$ cat src/rtl/mem_arbiter_pkg.sv
`default_nettype none
// ============================================================================
//  Module   : mem_arbiter_pkg
//  Purpose  : Shared line width, address width default and FSM encoding
//  Revision : 1.0
// ============================================================================
package mem_arbiter_pkg;

    localparam int c_LINE_W         = 128;
    localparam int c_ADDR_W_DEFAULT = 28;

    typedef enum logic [1:0] {
        IDLE    = 2'd0,
        SERVE_I = 2'd1,
        SERVE_D = 2'd2
    } state_t;

    // Encoding of the last_grant flag
    localparam logic c_GNT_I = 1'b0;
    localparam logic c_GNT_D = 1'b1;

endpackage
`default_nettype wire

$ cat src/rtl/mem_arbiter_rr_arb2.sv
`default_nettype none
// ============================================================================
//  Module   : rr_arb2
//  Purpose  : Two-way round-robin selector between I-side and D-side requests
//  Revision : 1.0
// ============================================================================
module rr_arb2
    import mem_arbiter_pkg::*;
(
    input  logic i_req_i,
    input  logic i_req_d,
    input  logic i_last_grant,
    output logic o_gnt_i,
    output logic o_gnt_d
);

    // On a tie the side that did not win last time is chosen
    assign o_gnt_d = i_req_d & (~i_req_i | (i_last_grant == c_GNT_I));
    assign o_gnt_i = i_req_i & (~i_req_d | (i_last_grant == c_GNT_D));

endmodule
`default_nettype wire

$ cat src/rtl/mem_arbiter.sv
`default_nettype none
// ============================================================================
//  Module   : mem_arbiter
//  Purpose  : Arbitrates I-cache and D-cache line traffic onto one memory port
//  Revision : 1.0
// ============================================================================
module mem_arbiter
    import mem_arbiter_pkg::*;
#(
    parameter int ADDR_W = c_ADDR_W_DEFAULT
) (
    input  logic                clk,
    input  logic                proc_reset,
    input  logic                i_mem_read,
    input  logic [ADDR_W-1:0]   i_mem_addr,
    output logic [c_LINE_W-1:0] i_mem_rdata,
    output logic                i_mem_ready,
    input  logic                d_mem_read,
    input  logic                d_mem_write,
    input  logic [ADDR_W-1:0]   d_mem_addr,
    input  logic [c_LINE_W-1:0] d_mem_wdata,
    output logic [c_LINE_W-1:0] d_mem_rdata,
    output logic                d_mem_ready,
    output logic                mem_read,
    output logic                mem_write,
    output logic [ADDR_W-1:0]   mem_addr,
    output logic [c_LINE_W-1:0] mem_wdata,
    input  logic [c_LINE_W-1:0] mem_rdata,
    input  logic                mem_ready
);

    state_t              r_state;
    state_t              w_state_nxt;
    logic                r_last_grant, w_last_grant_nxt;
    logic                r_mem_read,   w_mem_read_nxt;
    logic                r_mem_write,  w_mem_write_nxt;
    logic [ADDR_W-1:0]   r_mem_addr,   w_mem_addr_nxt;
    logic [c_LINE_W-1:0] r_mem_wdata,  w_mem_wdata_nxt;
    logic                w_gnt_i, w_gnt_d;

    rr_arb2 u_rr_arb2 (
        .i_req_i      (i_mem_read),
        .i_req_d      (d_mem_read | d_mem_write),
        .i_last_grant (r_last_grant),
        .o_gnt_i      (w_gnt_i),
        .o_gnt_d      (w_gnt_d)
    );

    always_ff @(posedge clk or posedge proc_reset) begin
        if (proc_reset) begin
            r_state <= IDLE;
        end else begin
            r_state <= w_state_nxt;
        end
    end

    always_comb begin
        w_state_nxt      = r_state;
        w_last_grant_nxt = r_last_grant;
        w_mem_read_nxt   = r_mem_read;
        w_mem_write_nxt  = r_mem_write;
        w_mem_addr_nxt   = r_mem_addr;
        w_mem_wdata_nxt  = r_mem_wdata;
        case (r_state)
            IDLE: begin
                if (w_gnt_i) begin
                    w_state_nxt      = SERVE_I;
                    w_last_grant_nxt = c_GNT_I;
                    w_mem_read_nxt   = 1'b1;
                    w_mem_write_nxt  = 1'b0;
                    w_mem_addr_nxt   = i_mem_addr;
                    w_mem_wdata_nxt  = '0;
                end else if (w_gnt_d) begin
                    // A write wins over a simultaneous read from the D side
                    w_state_nxt      = SERVE_D;
                    w_last_grant_nxt = c_GNT_D;
                    w_mem_read_nxt   = ~d_mem_write;
                    w_mem_write_nxt  = d_mem_write;
                    w_mem_addr_nxt   = d_mem_addr;
                    w_mem_wdata_nxt  = d_mem_write ? d_mem_wdata : '0;
                end
            end
            SERVE_I, SERVE_D: begin
                if (mem_ready) begin
                    w_state_nxt     = IDLE;
                    w_mem_read_nxt  = 1'b0;
                    w_mem_write_nxt = 1'b0;
                end
            end
            default: begin
                w_state_nxt     = IDLE;
                w_mem_read_nxt  = 1'b0;
                w_mem_write_nxt = 1'b0;
            end
        endcase
    end

    always_ff @(posedge clk or posedge proc_reset) begin
        if (proc_reset) begin
            r_last_grant <= c_GNT_I;
            r_mem_read   <= 1'b0;
            r_mem_write  <= 1'b0;
            r_mem_addr   <= '0;
            r_mem_wdata  <= '0;
        end else begin
            r_last_grant <= w_last_grant_nxt;
            r_mem_read   <= w_mem_read_nxt;
            r_mem_write  <= w_mem_write_nxt;
            r_mem_addr   <= w_mem_addr_nxt;
            r_mem_wdata  <= w_mem_wdata_nxt;
        end
    end

    assign mem_read    = r_mem_read;
    assign mem_write   = r_mem_write;
    assign mem_addr    = r_mem_addr;
    assign mem_wdata   = r_mem_wdata;

    assign i_mem_rdata = mem_rdata;
    assign d_mem_rdata = mem_rdata;
    assign i_mem_ready = (r_state == SERVE_I) & mem_ready;
    assign d_mem_ready = (r_state == SERVE_D) & mem_ready;

endmodule
`default_nettype wire

$ cat config.mk
export PLATFORM = sky130hd
export DESIGN_NAME = mem_arbiter
export DESIGN_NICKNAME = d
export VERILOG_FILES = /design/src/rtl/mem_arbiter_pkg.sv /design/src/rtl/mem_arbiter_rr_arb2.sv /design/src/rtl/mem_arbiter.sv
export SDC_FILE = /design/constraint.sdc
export NUM_CORES = 1
export LEC_CHECK = 0
export BUFFER_PORTS_ARGS = -buffer_cell sky130_fd_sc_hd__clkbuf_2
export CELL_PAD_IN_SITES_DETAIL_PLACEMENT = 1
export CELL_PAD_IN_SITES_GLOBAL_PLACEMENT = 1
export CORE_AREA = 8 8 283 285
export CTS_CLUSTER_DIAMETER = 100
export DETAILED_ROUTE_END_ITERATION = 10
export DIE_AREA = 0 0 291 293
export GPL_ROUTABILITY_DRIVEN = 0
export PLACE_DENSITY = 0.53
export SYNTH_ARGS = -nofsm -noshare
export SYNTH_HDL_FRONTEND = slang
export SYNTH_SLANG_ARGS = --single-unit
$ cat constraint.sdc
create_clock -name clk -period 7.6 [get_ports clk]
set_clock_uncertainty 0.15 [all_clocks]
set_input_delay 0.38 -clock clk [delete_from_list [all_inputs] [get_ports clk]]
set_output_delay 0.38 -clock clk [all_outputs]
set_load 0.03 [all_outputs]
# [Word level (Yosys, flattened, before mapping)]
# Index checks and enable logic that the tools add are counted.
[totals] reg_bits=161 inputBits=318 wordCells=44
[op_classes] eq_ne=4 muxes=18 n_bitwise=11 n_reduce_logical=5
[ops] op="$mux 128" n=3
[ops] op="$mux 28" n=2
[ops] op="$mux 1" n=7
[ops] op="$mux 2" n=3
[ops] op="$and 1x1->1" n=4
[ops] op="$not 1->1" n=4
[ops] op="$pmux 1 s2" n=2
[ops] op="$pmux 2 s2" n=1
[ops] op="$reduce_and 2->1" n=2
[ops] op="$ne 3x1->1 const B" n=1
[ops] op="$or 1x1->1" n=3
[ops] op="$eq 2x1->1 const B" n=1
[ops] op="$eq 2x2->1 const B" n=1
[ops] op="$logic_not 2->1" n=1
[ops] op="$ne 2x2->1 const B" n=1
[ops] op="$reduce_bool 2->1" n=1
[ops] op="$reduce_or 2->1" n=1

# [Longest topological paths before layout]
# Gate-level depths: netlist (run 1).
[logic_depth] ltp_word=6 depth_mapped=7 mapped_depth_nobuf=5

# [Cells and area by module]
# A second synthesis (run 1) with hierarchy kept.
[unflattened] hier_cells=966 hier_area_um2=8643.3
[by_module_without_submodules] mod="mem_arbiter" n_inst=1 cells_per_inst=963 area_each_um2=8624.5
[by_module_without_submodules] mod="rr_arb2" n_inst=1 cells_per_inst=3 area_each_um2=18.8

# [Worst setup path before layout (run 1)]
# Ideal clock, no wire load.
[synth_path] kind="register -> register" startpoint="register r_state[0]" endpoint="register r_mem_wdata[44] (netlist: mem_wdata[44])" arrival_time_ns=1.385 t_required_ns=7.385 setup_slack_ns=6.000 path_stages_with_launch=8 path_buffers=2 synth_period_minus_slack_ns=1.600 cell_sequence="dfrtp_1 > inv_1 > ha_1 > o31a_1 > buf_2 > buf_2 > nand3_1 > nand2_1"
[synth_via] elab_chain_len=2
[synth_lines] item="from (decl)" line_no="mem_arbiter.sv:32" text="state_t r_state;"
[synth_lines] item="from (signal assigned)" line_no="mem_arbiter.sv:53" text="r_state <= w_state_nxt;"
[synth_lines] item="$logic_not 2->1" line_no="mem_arbiter.sv:64" text="case (r_state)"
[synth_lines] item="$reduce_and 2->1 (no source line)"
[synth_lines] item="to (signal assigned)" line_no="mem_arbiter.sv:110" text="r_mem_wdata <= w_mem_wdata_nxt;"
[synth_lines] item="to (decl)" line_no="mem_arbiter.sv:38" text="logic [c_LINE_W-1:0] r_mem_wdata, w_mem_wdata_nxt;"
# No other way between the ends.
# A chain may end at the register's enable or synchronous reset.

# [Final worst setup path (run 1)]
[layout_path] startpoint="input port i_mem_read" endpoint="register r_mem_wdata[112] (netlist: mem_wdata[112])"
[layout_via] elab_chain_len=5 word_cells_on_any_way=7 classes_between="mux: 1; bitwise: 4; reduce/logical: 2"
[layout_lines] item="from (decl)" line_no="mem_arbiter.sv:14" text="input logic i_mem_read,"
[layout_lines] item="$not 1->1" line_no="mem_arbiter_rr_arb2.sv:18" text="assign o_gnt_d = i_req_d & (~i_req_i | (i_last_grant == c_GNT_I));"
[layout_lines] item="$or 1x1->1" line_no="mem_arbiter_rr_arb2.sv:18"
[layout_lines] item="$and 1x1->1" line_no="mem_arbiter_rr_arb2.sv:18"
[layout_lines] item="$reduce_bool 2->1 (no source line)"
[layout_lines] item="$reduce_and 2->1 (no source line)"
# Parallel ways exist; a longest one is shown, timed or not.

==> results of run 1 <==
## cell usage after synthesis
library cell and instances:
sky130_fd_sc_hd__buf_1 2, sky130_fd_sc_hd__a21oi_1 28, sky130_fd_sc_hd__nor2_1 30, sky130_fd_sc_hd__a31oi_1 29, sky130_fd_sc_hd__dfrtp_1 161, sky130_fd_sc_hd__a21o_1 2, sky130_fd_sc_hd__a22o_1 2, sky130_fd_sc_hd__buf_2 43
sky130_fd_sc_hd__ha_1 3, sky130_fd_sc_hd__nand2_1 257, sky130_fd_sc_hd__nand3_1 128, sky130_fd_sc_hd__o31a_1 1, sky130_fd_sc_hd__buf_4 258, sky130_fd_sc_hd__o21ba_1 1, sky130_fd_sc_hd__o21ai_0 23, sky130_fd_sc_hd__clkbuf_1 10
sky130_fd_sc_hd__a32o_1 1, sky130_fd_sc_hd__and2_1 2, sky130_fd_sc_hd__o31ai_4 1, sky130_fd_sc_hd__a21boi_2 1, sky130_fd_sc_hd__nor3_1 2, sky130_fd_sc_hd__inv_1 4, sky130_fd_sc_hd__nor2b_1 1, sky130_fd_sc_hd__o21bai_1 1
sky130_fd_sc_hd__clkbuf_2 3, sky130_fd_sc_hd__o21ai_1 5
## logic make-up after synthesis
kind of cell,count (synthesis),synth area share
compound gates,95,0.0654
fa+ha+maj,3,0.00436
flops,161,0.468
simple gates,420,0.203
buf+inv,320,0.259
## stage by stage
step                      worst slack (ns)   util  hold slack (ns)
after floorplan                       2.72      -            0.342
after global placement                4.12  0.125            0.295
after global routing                  4.32  0.154           0.0190
after CTS                             4.55  0.154          0.00719
after detailed placement              4.02  0.125            0.306
final                                 4.49  0.154           0.0441
## power groups by stage
stage                     Sequential [µW]  Clock [µW]  Combinational (µW)
after floorplan                      2160           0                1050
after global placement               1470           0                2270
after detailed placement             1470           0                2310
after CTS                            1460        1030                2370
after global routing                 1510        1050                2530
final                                1460         966                2320
## worst paths after layout
path                                        from        endpoint  cells past startpoint
worst min-delay path            d_mem_wdata[124]  mem_wdata[124]                      3
min in group asynchronous             proc_reset   mem_wdata[95]                      3
worst max register to register        r_state[0]  mem_wdata[112]                      7
worst min register to register     mem_wdata[11]   mem_wdata[11]                      2
max in group asynchronous             proc_reset   mem_wdata[33]                      4
worst max-delay path                  i_mem_read  mem_wdata[112]                      6
## registers in the layout (all words and copies together), names as in the netlist
register,flops
mem_addr,28
mem_read,1
mem_wdata,128
mem_write,1
r_last_grant,1
r_state,2
## worst min-delay path: cells and delay by family
kind / cells / cell delay, ns
simple gates: 2 / 0.16
buf+inv: 1 / 0.08
## final cells by class
cell class                      count  area share
Antenna cell                        1    0.000215
Clock buffer                       22      0.0417
Clock inverter                     10      0.0126
Inverter                            4     0.00172
Multi-Input combinational cell    518       0.204
Sequential cell                   161       0.347
Tap cell                          978       0.105
Timing Repair Buffer              509       0.288
## routing by layer
metal  wire (µm)  vias to the layer above
met5           0                        -
met4        1600                        0
met3        3310                      116
met2       15700                      392
met1       14100                     3492
li1            -                     3392
==> impl_metrics.sql, run 1 <==
INSERT INTO impl_metrics (metric_group, metric, value, unit) VALUES
('outcome', 'status', 'finished clean', ''),
('timing', 'maxSlewHeadroom', '0.236', ''),
('detailed_routing', 'ant_nets', '0', ''),
('detailed_routing', 'detail_route.drc_violations', '0', ''),
('yosys', 'syn_inst', '999', ''),
('final_layout', 'final_cell_mix', 'sky130_fd_sc_hd__clkbuf_2, sky130_fd_sc_hd__nand2_1, sky130_fd_sc_hd__dfrtp_1', ''),
('pwr', 'cell_internal_pwr', '2380', 'µW'),
('floorplanning', 'die_h', '293', 'µm'),
('placed_design', 'placement.cell_area', '9450', 'µm²'),
('yosys', 'post_synth_instance_area', '8600', 'µm²'),
('global_route', 'use_met2', '0.126', ''),
('final_layout', 'combined_area_of_the_multi_input_logic_cells', '2370', 'µm²'),
('global_route', 'grt_use_met1', '0.0877', ''),
('final_layout', 'sequential_cell_area', '4030', 'µm²'),
('critical_path', 'crit_arrival', '3.36', 'ns'),
('pwr', 'total_switching_power', '2360', 'µW'),
('cts', 'htree_levels', '4', ''),
('cts', 'post_cts_resized', '0', ''),
('timing', 'period_utilisation_layout', '0.409', ''),
('yosys', 'synth_area_per_cell', '8.61', 'µm²'),
('critical_path', 'crit_path_cell_trace', 'clkbuf_2 > o31ai_4 > buf_4 > buf_4 > nand2_1 > nand2_1', ''),
('timing', 'finalCriticalPeriod', '3.11', 'ns'),
('global_route', 'grt.overflow.total', '0', ''),
('floorplanning', 'coreArea', '75400', 'µm²'),
('critical_path', 'crit_slowest_cell', 'sky130_fd_sc_hd__buf_4', ''),
('yosys', 'synth.top_cell.area_share', '0.468', ''),
('critical_path', 'crit_path_max_incr_delay', '0.87', 'ns'),
('critical_path', 'critical-path-top-delay-family', 'buffers and inverters', ''),
('critical_path', 'crit_path_end_kind', 'flip-flop', ''),
('job', 'maxCapViolations', '0', ''),
('timing', 'timing.fmax', '322', 'MHz'),
('global_route', 'antenna_found_initial', '1', ''),
('detailed_routing', 'wl', '34700', 'µm'),
('critical_path', 'timing_worst_setup_path_type', 'input port to flip-flop', ''),
('critical_path', 'timing.critical_path.from_type', 'input port', ''),
('detailed_routing', 'drt-initial-drc-count', '221', ''),
('timing', 'setup_total_negative_slack', '0', 'ns'),
('global_route', 'grt_most_used_layer', 'met2', ''),
('pwr', 'totalPowerFinal', '4740', 'µW'),
('worst_hold_path', 'hp-class', 'input port to flip-flop', ''),
('final_layout', 'num-nets-final', '1532', ''),
('timing', 'tightestPinTransition', '1.15', 'ns'),
('final_layout', 'num-fill-cells', '8969', ''),
('critical_path', 'worst-r2r-setup-slack', '4.58', 'ns'),
('cts', 'cts_setup_buffers', '0', ''),
('final_layout', 'finish.cell_count_without_fillers', '2203', ''),
('pwr', 'clockPowerShare', '0.204', ''),
('yosys', 'ys_ff_latch', '161', ''),
('global_route', 'met3_routing_resource_usage_after_global_routing', '0.0377', ''),
('pwr', 'comb_power_share', '0.489', ''),
('critical_path', 'worstPathMaxFanout', '94', ''),
('timing', 'drv_slew', '0', ''),
('pwr', 'power.leakage', '0.00589', 'µW'),
('placed_design', 'placement.io_buffers', '349', ''),
('cts', 'clock_insertion_delay_at_the_later_pin_of_the_skew_report', '0.46', 'ns'),
('pwr', 'swShare', '0.498', ''),
('timing', 'finalSetupViolations', '0', ''),
('cts', 'ctsLongestPathBuffers', '2', ''),
('timing', 'grt_setup_unrepaired', 'false', ''),
('detailed_routing', 'wl_per_cell', '15.7', 'µm'),
('pwr', 'vdd_drop_max', '0.244', 'mV'),
('global_route', 'grt_pass1_wl', '52200', 'µm'),
('yosys', 'yosys_synthesis_warning_count', '0', ''),
('detailed_routing', 'drtPass1Iterations', '4', ''),
('yosys', 'netlist-cell-type-count', '26', ''),
('global_route', 'maximum_number_of_pins_on_one_net_before_global_route_repair', '124', ''),
('yosys', 'synth.area.top_cells', 'sky130_fd_sc_hd__dfrtp_1, sky130_fd_sc_hd__buf_4, sky130_fd_sc_hd__nand2_1, sky130_fd_sc_hd__nand3_1, sky130_fd_sc_hd__buf_2', ''),
('critical_path', 'timing.critical_path.required', '7.85', 'ns'),
('cts', 'cts_tree', 'built', ''),
('pwr', 'p_per_area', '408', 'nW/µm²'),
('global_route', 'global_route.usage.total', '0.0803', '');
No activity file was read; power rests on OpenSTA's default activity.
==> run 2: changes to the inputs <==
--- a/config.mk
+++ b/config.mk
@@ -5,15 +5,16 @@
 export SDC_FILE = /design/constraint.sdc
 export NUM_CORES = 1
 export LEC_CHECK = 0
+export ABC_AREA = 1
 export BUFFER_PORTS_ARGS = -buffer_cell sky130_fd_sc_hd__clkbuf_2
 export CELL_PAD_IN_SITES_DETAIL_PLACEMENT = 1
 export CELL_PAD_IN_SITES_GLOBAL_PLACEMENT = 1
-export CORE_AREA = 8 8 283 285
+export CORE_AREA = 8 8 278 280
 export CTS_CLUSTER_DIAMETER = 100
 export DETAILED_ROUTE_END_ITERATION = 10
-export DIE_AREA = 0 0 291 293
+export DIE_AREA = 0 0 286 288
 export GPL_ROUTABILITY_DRIVEN = 0
-export PLACE_DENSITY = 0.53
+export PLACE_DENSITY = 0.55
 export SYNTH_ARGS = -nofsm -noshare
 export SYNTH_HDL_FRONTEND = slang
 export SYNTH_SLANG_ARGS = --single-unit
==> constraint.sdc (replaced) <==
create_clock -name clk -period 3.1 [get_ports clk]
set_clock_uncertainty 0.15 [all_clocks]
set_input_delay 0.155 -clock clk [delete_from_list [all_inputs] [get_ports clk]]
set_output_delay 0.155 -clock clk [all_outputs]
set_load 0.03 [all_outputs]
==> run 2 against run 1 <==
  * Design area grew 4.4%
  * First-iteration DRC count grew 4.5%
  * Sequential share of layout area shrank 1.4 points
  * Total power grew 120%
  * Register-to-register slack lost 4.2 ns
  * Sequential cell count is the same
  * Synthesized area grew 1.2%
  * Cell count grew 5.5%
  * Combinational power grew 110%
  * Clock power grew 130%
  * Largest power group unchanged
==> impl_metrics.sql, run 2 <==
INSERT INTO impl_metrics (metric_group, metric, value, unit) VALUES
('outcome', 'status', 'finished clean', ''),
('yosys', 'synth.area.top_cells', 'sky130_fd_sc_hd__dfrtp_1, sky130_fd_sc_hd__buf_4, sky130_fd_sc_hd__nand2_1, sky130_fd_sc_hd__nand3_1, sky130_fd_sc_hd__inv_1', ''),
('final_layout', 'final_core_utilization', '0.167', ''),
('timing', 'timing.final.hold_violations', '0', ''),
('cts', 'postCtsHoldBufs', '187', ''),
('worst_hold_path', 'holdPathEnd', 'r_state[1]', ''),
('worst_hold_path', 'instance_count_along_the_most_critical_hold_path', '5', ''),
('timing', 'drv_slew', '0', ''),
('detailed_routing', 'detail_route.drc_violations', '0', ''),
('yosys', 'post_synth_instance_area', '8710', 'µm²'),
('floorplanning', 'coreArea', '72600', 'µm²'),
('final_layout', 'antenna_cells', '0', ''),
('yosys', 'synth_ff_type', 'sky130_fd_sc_hd__dfrtp_1', ''),
('critical_path', 'reg2reg_depth', '8', ''),
('floorplanning', 'die_width', '286', 'µm'),
('cts', 'cts.sink_count', '161', ''),
('yosys', 'synth.top_cell.area_share', '0.463', ''),
('critical_path', 'timing.critical_path.from_type', 'flip-flop', ''),
('final_layout', 'drive_gt1_frac', '0.294', ''),
('pwr', 'power.leakage', '0.00656', 'µW'),
('yosys', 'async_flop_share', '1.00', ''),
('floorplanning', 'floorplan.die_area', '82400', 'µm²'),
('global_route', 'grt.overflow.total', '0', ''),
('timing', 'tightestPinTransition', '0.758', 'ns'),
('cts', 'clock_insertion_delay_at_the_later_pin_of_the_skew_report', '0.47', 'ns'),
('yosys', 'netlist.top_cell.by_area', 'sky130_fd_sc_hd__dfrtp_1', ''),
('detailed_routing', 'drtPass1Iterations', '4', ''),
('final_layout', 'num-nets-final', '1674', ''),
('cts', 'cts_setup_buffers', '0', ''),
('placed_design', 'placement.io_buffers', '349', ''),
('detailed_routing', 'wl_per_cell', '14.6', 'µm'),
('yosys', 'ys_ff_latch', '161', ''),
('detailed_routing', 'via_per_inst', '3.30', ''),
('critical_path', 'worst_r2r_startpoint', 'r_state[1]', ''),
('global_route', 'antenna_found_initial', '0', ''),
('critical_path', 'timing_worst_setup_path_type', 'flip-flop to flip-flop', ''),
('timing', 'setup_total_negative_slack', '0', 'ns'),
('critical_path', 'crit_arrival', '2.97', 'ns'),
('final_layout', 'areaGrowthSynthToFinish', '39.3', '%'),
('yosys', 'yosys.cell_count.top_type', 'sky130_fd_sc_hd__nand2_1', ''),
('cts', 'ctsLongestPathBuffers', '2', ''),
('cts', 'root_buffer', 'sky130_fd_sc_hd__clkbuf_16', ''),
('timing', 'grt_setup_unrepaired', 'false', ''),
('pwr', 'vdd_drop_max', '0.306', 'mV'),
('detailed_routing', 'via_count', '7669', ''),
('cts', 'htree_levels', '4', ''),
('critical_path', 'critical_path.reg2reg.endpoint', 'mem_addr[5]', ''),
('global_route', 'global_route.usage.total', '0.0822', ''),
('global_route', 'maximum_number_of_pins_on_one_net_before_global_route_repair', '85', ''),
('pwr', 'p_per_area', '862', 'nW/µm²'),
('timing', 'period_utilisation_layout', '0.873', ''),
('cts', 'clkSlewWorstSetupHoldPaths', '0.08', 'ns'),
('final_layout', 'final_cell_mix', 'sky130_fd_sc_hd__nand2_1, sky130_fd_sc_hd__clkbuf_2, sky130_fd_sc_hd__dlygate4sd3_1', ''),
('worst_hold_path', 'hold_start', 'd_mem_read', ''),
('floorplanning', 'die_h', '288', 'µm'),
('final_layout', 'mostFrequentLayoutCell', 'sky130_fd_sc_hd__nand2_1', ''),
('global_route', 'grt_pass1_wl', '52300', 'µm'),
('critical_path', 'worst-r2r-setup-slack', '0.39', 'ns'),
('cts', 'numCtsBuffers', '17', ''),
('timing', 'maxSlewHeadroom', '0.494', ''),
('pwr', 'totalPowerFinal', '10500', 'µW'),
('worst_hold_path', 'hp-class', 'input port to flip-flop', ''),
('floorplanning', 'boundaryPins', '734', ''),
('timing', 'finalSetupViolations', '0', ''),
('yosys', 'synth-edff-count', '0', ''),
('placed_design', 'dp.final_hpwl', '24700', 'µm'),
('yosys', 'yosys_synthesis_warning_count', '0', ''),
('critical_path', 'worstPathMaxFanout', '21', ''),
('critical_path', 'timing.critical_path.required', '3.36', 'ns'),
('yosys', 'netlist-cell-type-count', '15', ''),
('timing', 'timing.fmax', '369', 'MHz'),
('cts', 'post_cts_resized', '0', ''),
('timing', 'finalCriticalPeriod', '2.71', 'ns'),
('yosys', 'yosysSeqAreaShare', '0.463', ''),
('yosys', 'syn_inst', '1086', ''),
('yosys', 'mappedNetlistNets', '1407', ''),
('yosys', 'synth_area_per_cell', '8.02', 'µm²'),
('global_route', 'grt_pass1_vias', '8710', ''),
('cts', 'cts_tree', 'built', ''),
('job', 'maxCapViolations', '0', ''),
('detailed_routing', 'wl', '33900', 'µm'),
('floorplanning', 'floorplan.initialDensity', '0.120', ''),
('detailed_routing', 'ant_nets', '0', ''),
('critical_path', 'crit_path_end_kind', 'flip-flop', ''),
('final_layout', 'largest_register_ffs', '128', ''),
('floorplanning', 'std_cell_rows', '99', ''),
('detailed_routing', 'drt-initial-drc-count', '231', ''),
('yosys', 'synth_common_cells', 'sky130_fd_sc_hd__nand2_1, sky130_fd_sc_hd__buf_4, sky130_fd_sc_hd__dfrtp_1, sky130_fd_sc_hd__nand3_1, sky130_fd_sc_hd__inv_1', '');
## run 2: cell count changes after synthesis, moves of 5 or more
cell and change:
sky130_fd_sc_hd__nand3_1 -43, sky130_fd_sc_hd__buf_4 +17, sky130_fd_sc_hd__o21ai_0 -21, sky130_fd_sc_hd__o21ai_1 -5
sky130_fd_sc_hd__a21oi_1 -27, sky130_fd_sc_hd__inv_1 +61, sky130_fd_sc_hd__nand2_1 +203, sky130_fd_sc_hd__clkbuf_1 -5
sky130_fd_sc_hd__nor2_1 -27, sky130_fd_sc_hd__a31oi_1 -29, sky130_fd_sc_hd__buf_2 -21
## run 2: where the power goes
part           internal, µW  switching, µW  leakage, µW
clock network          1180           1080     0.000295
registers              2870            455      0.00208
logic                  1460           3420      0.00418
## run 2: how the worst max path moves through the flow
stage                           from      endpoint  slack, ns  depth (start not counted)
after floorplan           proc_reset   mem_addr[0]       0.75                          1
after global placement    r_state[0]   mem_addr[1]       1.04                          7
after detailed placement  r_state[0]  mem_addr[11]       0.97                          7
after CTS                 r_state[0]  mem_addr[11]       0.38                          8
after global routing      r_state[0]  mem_addr[10]       0.15                          8
final                     r_state[1]   mem_addr[5]       0.39                          8
## run 2: metrics by stage
stage          setup slack (ns)  area (µm²)  std cells  hold WS, ns
6_report                  0.393       12100       2325       0.0849
3_5_place_dp              0.971        9660       2106        0.160
2_1_floorplan             0.752        8710       1086        0.122
5_1_grt                   0.147       12100       2325       0.0820
3_3_place_gp               1.04        9660       2106        0.157
4_1_cts                   0.383       12100       2325       0.0286
## run 2: worst max-delay path: stages, from the launching register on
cell and delay (ns):
sky130_fd_sc_hd__dfrtp_1 0.40, sky130_fd_sc_hd__inv_1 0.09, sky130_fd_sc_hd__ha_1 0.27, sky130_fd_sc_hd__inv_1 0.14
sky130_fd_sc_hd__a21oi_2 0.42, sky130_fd_sc_hd__buf_4 0.38, sky130_fd_sc_hd__nand3_1 0.13, sky130_fd_sc_hd__dlygate4sd3_1 0.58
sky130_fd_sc_hd__nand2_1 0.06
## run 2: routing by layer
| metal | vias up | wire length, µm | GRT usage |
|---|---|---|---|
| met5 | - | 0 | 0 |
| met3 | 122 | 3700 | 0.0439 |
| met2 | 399 | 15400 | 0.128 |
| met4 | 0 | 2020 | 0.0578 |
| met1 | 3601 | 12800 | 0.0850 |
| li1 | 3547 | - | - |
## run 2: cell families after synthesis
| kind of cell | share of synthesized area |
|---|---|
| compound gates | 0.00259 |
| fa+ha+maj | 0.00431 |
| buf+inv | 0.280 |
| flops | 0.463 |
| simple gates | 0.250 |
## run 2: layout make-up
class,instances,area [µm²]
Fill cell,8755,60500
Sequential cell,161,4030
Clock inverter,13,139
Tap cell,959,1200
Clock buffer,19,453
Timing Repair Buffer,550,3790
Inverter,66,251
Multi-Input combinational cell,557,2260
==> run 3: changes to the inputs <==
--- a/config.mk
+++ b/config.mk
@@ -10,10 +10,12 @@
 export CELL_PAD_IN_SITES_DETAIL_PLACEMENT = 1
 export CELL_PAD_IN_SITES_GLOBAL_PLACEMENT = 1
 export CORE_AREA = 8 8 278 280
+export CTS_BUF_LIST = sky130_fd_sc_hd__clkbuf_16
 export CTS_CLUSTER_DIAMETER = 100
 export DETAILED_ROUTE_END_ITERATION = 10
 export DIE_AREA = 0 0 286 288
 export GPL_ROUTABILITY_DRIVEN = 0
+export GPL_TIMING_DRIVEN = 0
 export PLACE_DENSITY = 0.55
 export SYNTH_ARGS = -nofsm -noshare
 export SYNTH_HDL_FRONTEND = slang
==> run 3 against run 2 <==
  * Non-clock buffer count up 550
  * Via count up 27%
  * Sequential share of layout area down 7.2 points
  * Highest routed layer is now met5
  * Global-route usage up 2.4 points
  * Cell count up 24%
  * Register-to-register slack better by 0.37 ns
==> impl_metrics.sql, run 3 (synthesized netlist as in run 2, its figures left out) <==
INSERT INTO impl_metrics (metric_group, metric, value, unit) VALUES
('outcome', 'status', 'finished clean', ''),
('detailed_routing', 'wl_per_cell', '15.7', 'µm'),
('cts', 'cts.sink_count', '161', ''),
('critical_path', 'timing_worst_setup_path_type', 'flip-flop to flip-flop', ''),
('final_layout', 'final_cell_mix', 'sky130_fd_sc_hd__clkbuf_2, sky130_fd_sc_hd__nand2_1, sky130_fd_sc_hd__buf_4', ''),
('critical_path', 'worstPathMaxFanout', '10', ''),
('critical_path', 'crit_path_end_kind', 'flip-flop', ''),
('critical_path', 'timing.critical_path.required', '3.36', 'ns'),
('floorplanning', 'die_h', '288', 'µm'),
('final_layout', 'num-nets-final', '2224', ''),
('pwr', 'totalPowerFinal', '11500', 'µW'),
('timing', 'drv_slew', '0', ''),
('global_route', 'grt_pass1_wl', '67700', 'µm'),
('global_route', 'antenna_found_initial', '2', ''),
('timing', 'tightestPinTransition', '0.510', 'ns'),
('detailed_routing', 'wl', '45100', 'µm'),
('global_route', 'grt.overflow.total', '0', ''),
('pwr', 'vdd_drop_max', '0.313', 'mV'),
('job', 'maxCapViolations', '0', ''),
('floorplanning', 'std_cell_rows', '99', ''),
('cts', 'htree_levels', '4', ''),
('cts', 'clkSlewWorstSetupHoldPaths', '0.07', 'ns'),
('cts', 'clock_insertion_delay_at_the_later_pin_of_the_skew_report', '0.46', 'ns'),
('detailed_routing', 'drt-initial-drc-count', '243', ''),
('detailed_routing', 'ant_nets', '0', ''),
('cts', 'root_buffer', 'sky130_fd_sc_hd__clkbuf_16', ''),
('detailed_routing', 'via_count', '9719', ''),
('floorplanning', 'floorplan.die_area', '82400', 'µm²'),
('final_layout', 'final_design_area_no_fill', '15500', 'µm²'),
('floorplanning', 'die_width', '286', 'µm'),
('floorplanning', 'floorplan.initialDensity', '0.120', ''),
('timing', 'finalSetupViolations', '0', ''),
('placed_design', 'placement.cell_area', '13000', 'µm²'),
('pwr', 'power.leakage', '0.00897', 'µW'),
('final_layout', 'areaGrowthSynthToFinish', '77.8', '%'),
('timing', 'finalCriticalPeriod', '2.34', 'ns'),
('timing', 'grt_setup_unrepaired', 'false', ''),
('detailed_routing', 'via_per_inst', '3.38', ''),
('critical_path', 'crit_arrival', '2.59', 'ns'),
('timing', 'timing.fmax', '428', 'MHz'),
('floorplanning', 'boundaryPins', '734', ''),
('final_layout', 'antenna_cells', '0', ''),
('global_route', 'maximum_number_of_pins_on_one_net_before_global_route_repair', '40', ''),
('timing', 'period_utilisation_layout', '0.753', ''),
('final_layout', 'largest_register_ffs', '128', ''),
('floorplanning', 'coreArea', '72600', 'µm²'),
('detailed_routing', 'detail_route.drc_violations', '0', ''),
('critical_path', 'timing.critical_path.from_type', 'flip-flop', ''),
('cts', 'postCtsHoldBufs', '189', ''),
('global_route', 'grt_pass1_vias', '11234', ''),
('worst_hold_path', 'hp-class', 'input port to flip-flop', ''),
('final_layout', 'mostFrequentLayoutCell', 'sky130_fd_sc_hd__clkbuf_2', ''),
('placed_design', 'dp.final_hpwl', '36500', 'µm'),
('cts', 'numCtsBuffers', '17', ''),
('cts', 'cts_tree', 'built', ''),
('cts', 'cts_setup_buffers', '0', ''),
('detailed_routing', 'drtPass1Iterations', '4', ''),
('cts', 'post_cts_resized', '0', ''),
('cts', 'ctsLongestPathBuffers', '2', ''),
('timing', 'maxSlewHeadroom', '0.660', ''),
('global_route', 'global_route.usage.total', '0.106', ''),
('placed_design', 'placement.io_buffers', '605', ''),
('final_layout', 'drive_gt1_frac', '0.490', ''),
('timing', 'timing.final.hold_violations', '0', ''),
('pwr', 'p_per_area', '742', 'nW/µm²');
[run 3: cell types whose count changed in the layout (fill, tap and decap cells not counted), moves of 2 or more]
cell / before / now
sky130_fd_sc_hd__buf_4: 9 / 275
sky130_fd_sc_hd__clkbuf_2: 349 / 605
sky130_fd_sc_hd__buf_2: 0 / 22
sky130_fd_sc_hd__clkbuf_1: 0 / 5
sky130_fd_sc_hd__clkinvlp_4: 1 / 5
sky130_fd_sc_hd__inv_6: 6 / 2
sky130_fd_sc_hd__inv_1: 64 / 67
sky130_fd_sc_hd__inv_8: 3 / 0
sky130_fd_sc_hd__clkbuf_8: 2 / 0
sky130_fd_sc_hd__dlygate4sd3_1: 187 / 189
[run 3: path summary, 6_finish.rpt]
kind | start | endpoint | slack, ns | depth (start not counted)
max | r_state[0] | mem_addr[1] | 0.76 | 9
min | i_mem_read | mem_write | 0.08 | 6
max reg2reg | r_state[0] | mem_addr[1] | 0.76 | 9
min reg2reg | mem_wdata[50] | mem_wdata[50] | 0.32 | 2
max in group asynchronous | proc_reset | mem_wdata[18] | 1.84 | 5
min in group asynchronous | proc_reset | mem_wdata[60] | 0.09 | 3
[run 3: routing by layer]
metal	up-vias	global-route usage	wire length [µm]
li1	4646	-	-
met1	4584	0.107	16200
met2	430	0.194	23800
met3	57	0.0408	3760
met4	2	0.0426	1350
met5	-	0	13
[run 3: cell type report]
class,count,area (µm²)
well taps,959,1200
clock buffers,17,425
plain buffers,302,2190
clock inverters,15,145
inverters,66,251
flip-flops and latches,161,4030
fillers,8889,57100
multi-input cells,557,2240
repair buffers,798,5000
[run 3: worst max-delay path, cell delays in order (launching register included)]
cell,delay [ns]
sky130_fd_sc_hd__dfrtp_1,0.41
sky130_fd_sc_hd__inv_1,0.09
sky130_fd_sc_hd__ha_1,0.19
sky130_fd_sc_hd__inv_1,0.08
sky130_fd_sc_hd__a21oi_1,0.18
sky130_fd_sc_hd__buf_4,0.23
sky130_fd_sc_hd__buf_4,0.21
sky130_fd_sc_hd__nand3_1,0.11
sky130_fd_sc_hd__dlygate4sd3_1,0.57
sky130_fd_sc_hd__nand2_1,0.06
[run 3: stage by stage]
| stage | setup slack (ns) | hold WS [ns] | TNS (ns) | util | cells |
|---|---|---|---|---|---|
| after floorplan | 0.752 | 0.122 | 0 | - | 1086 |
| after global placement | -0.674 | 0.207 | -99.98 | 0.178 | 2650 |
| after detailed placement | 0.992 | 0.0209 | 0 | 0.179 | 2654 |
| after CTS | 0.733 | 0.00947 | 0 | 0.213 | 2875 |
| after global routing | 0.621 | 0.0783 | 0 | 0.213 | 2875 |
| final | 0.765 | 0.0751 | 0 | 0.213 | 2875 |
[run 3: where the power goes]
part	switching, µW	total [µW]	internal (µW)
clock	984	2160	1180
combinational	4140	6020	1880
sequential	444	3310	2870
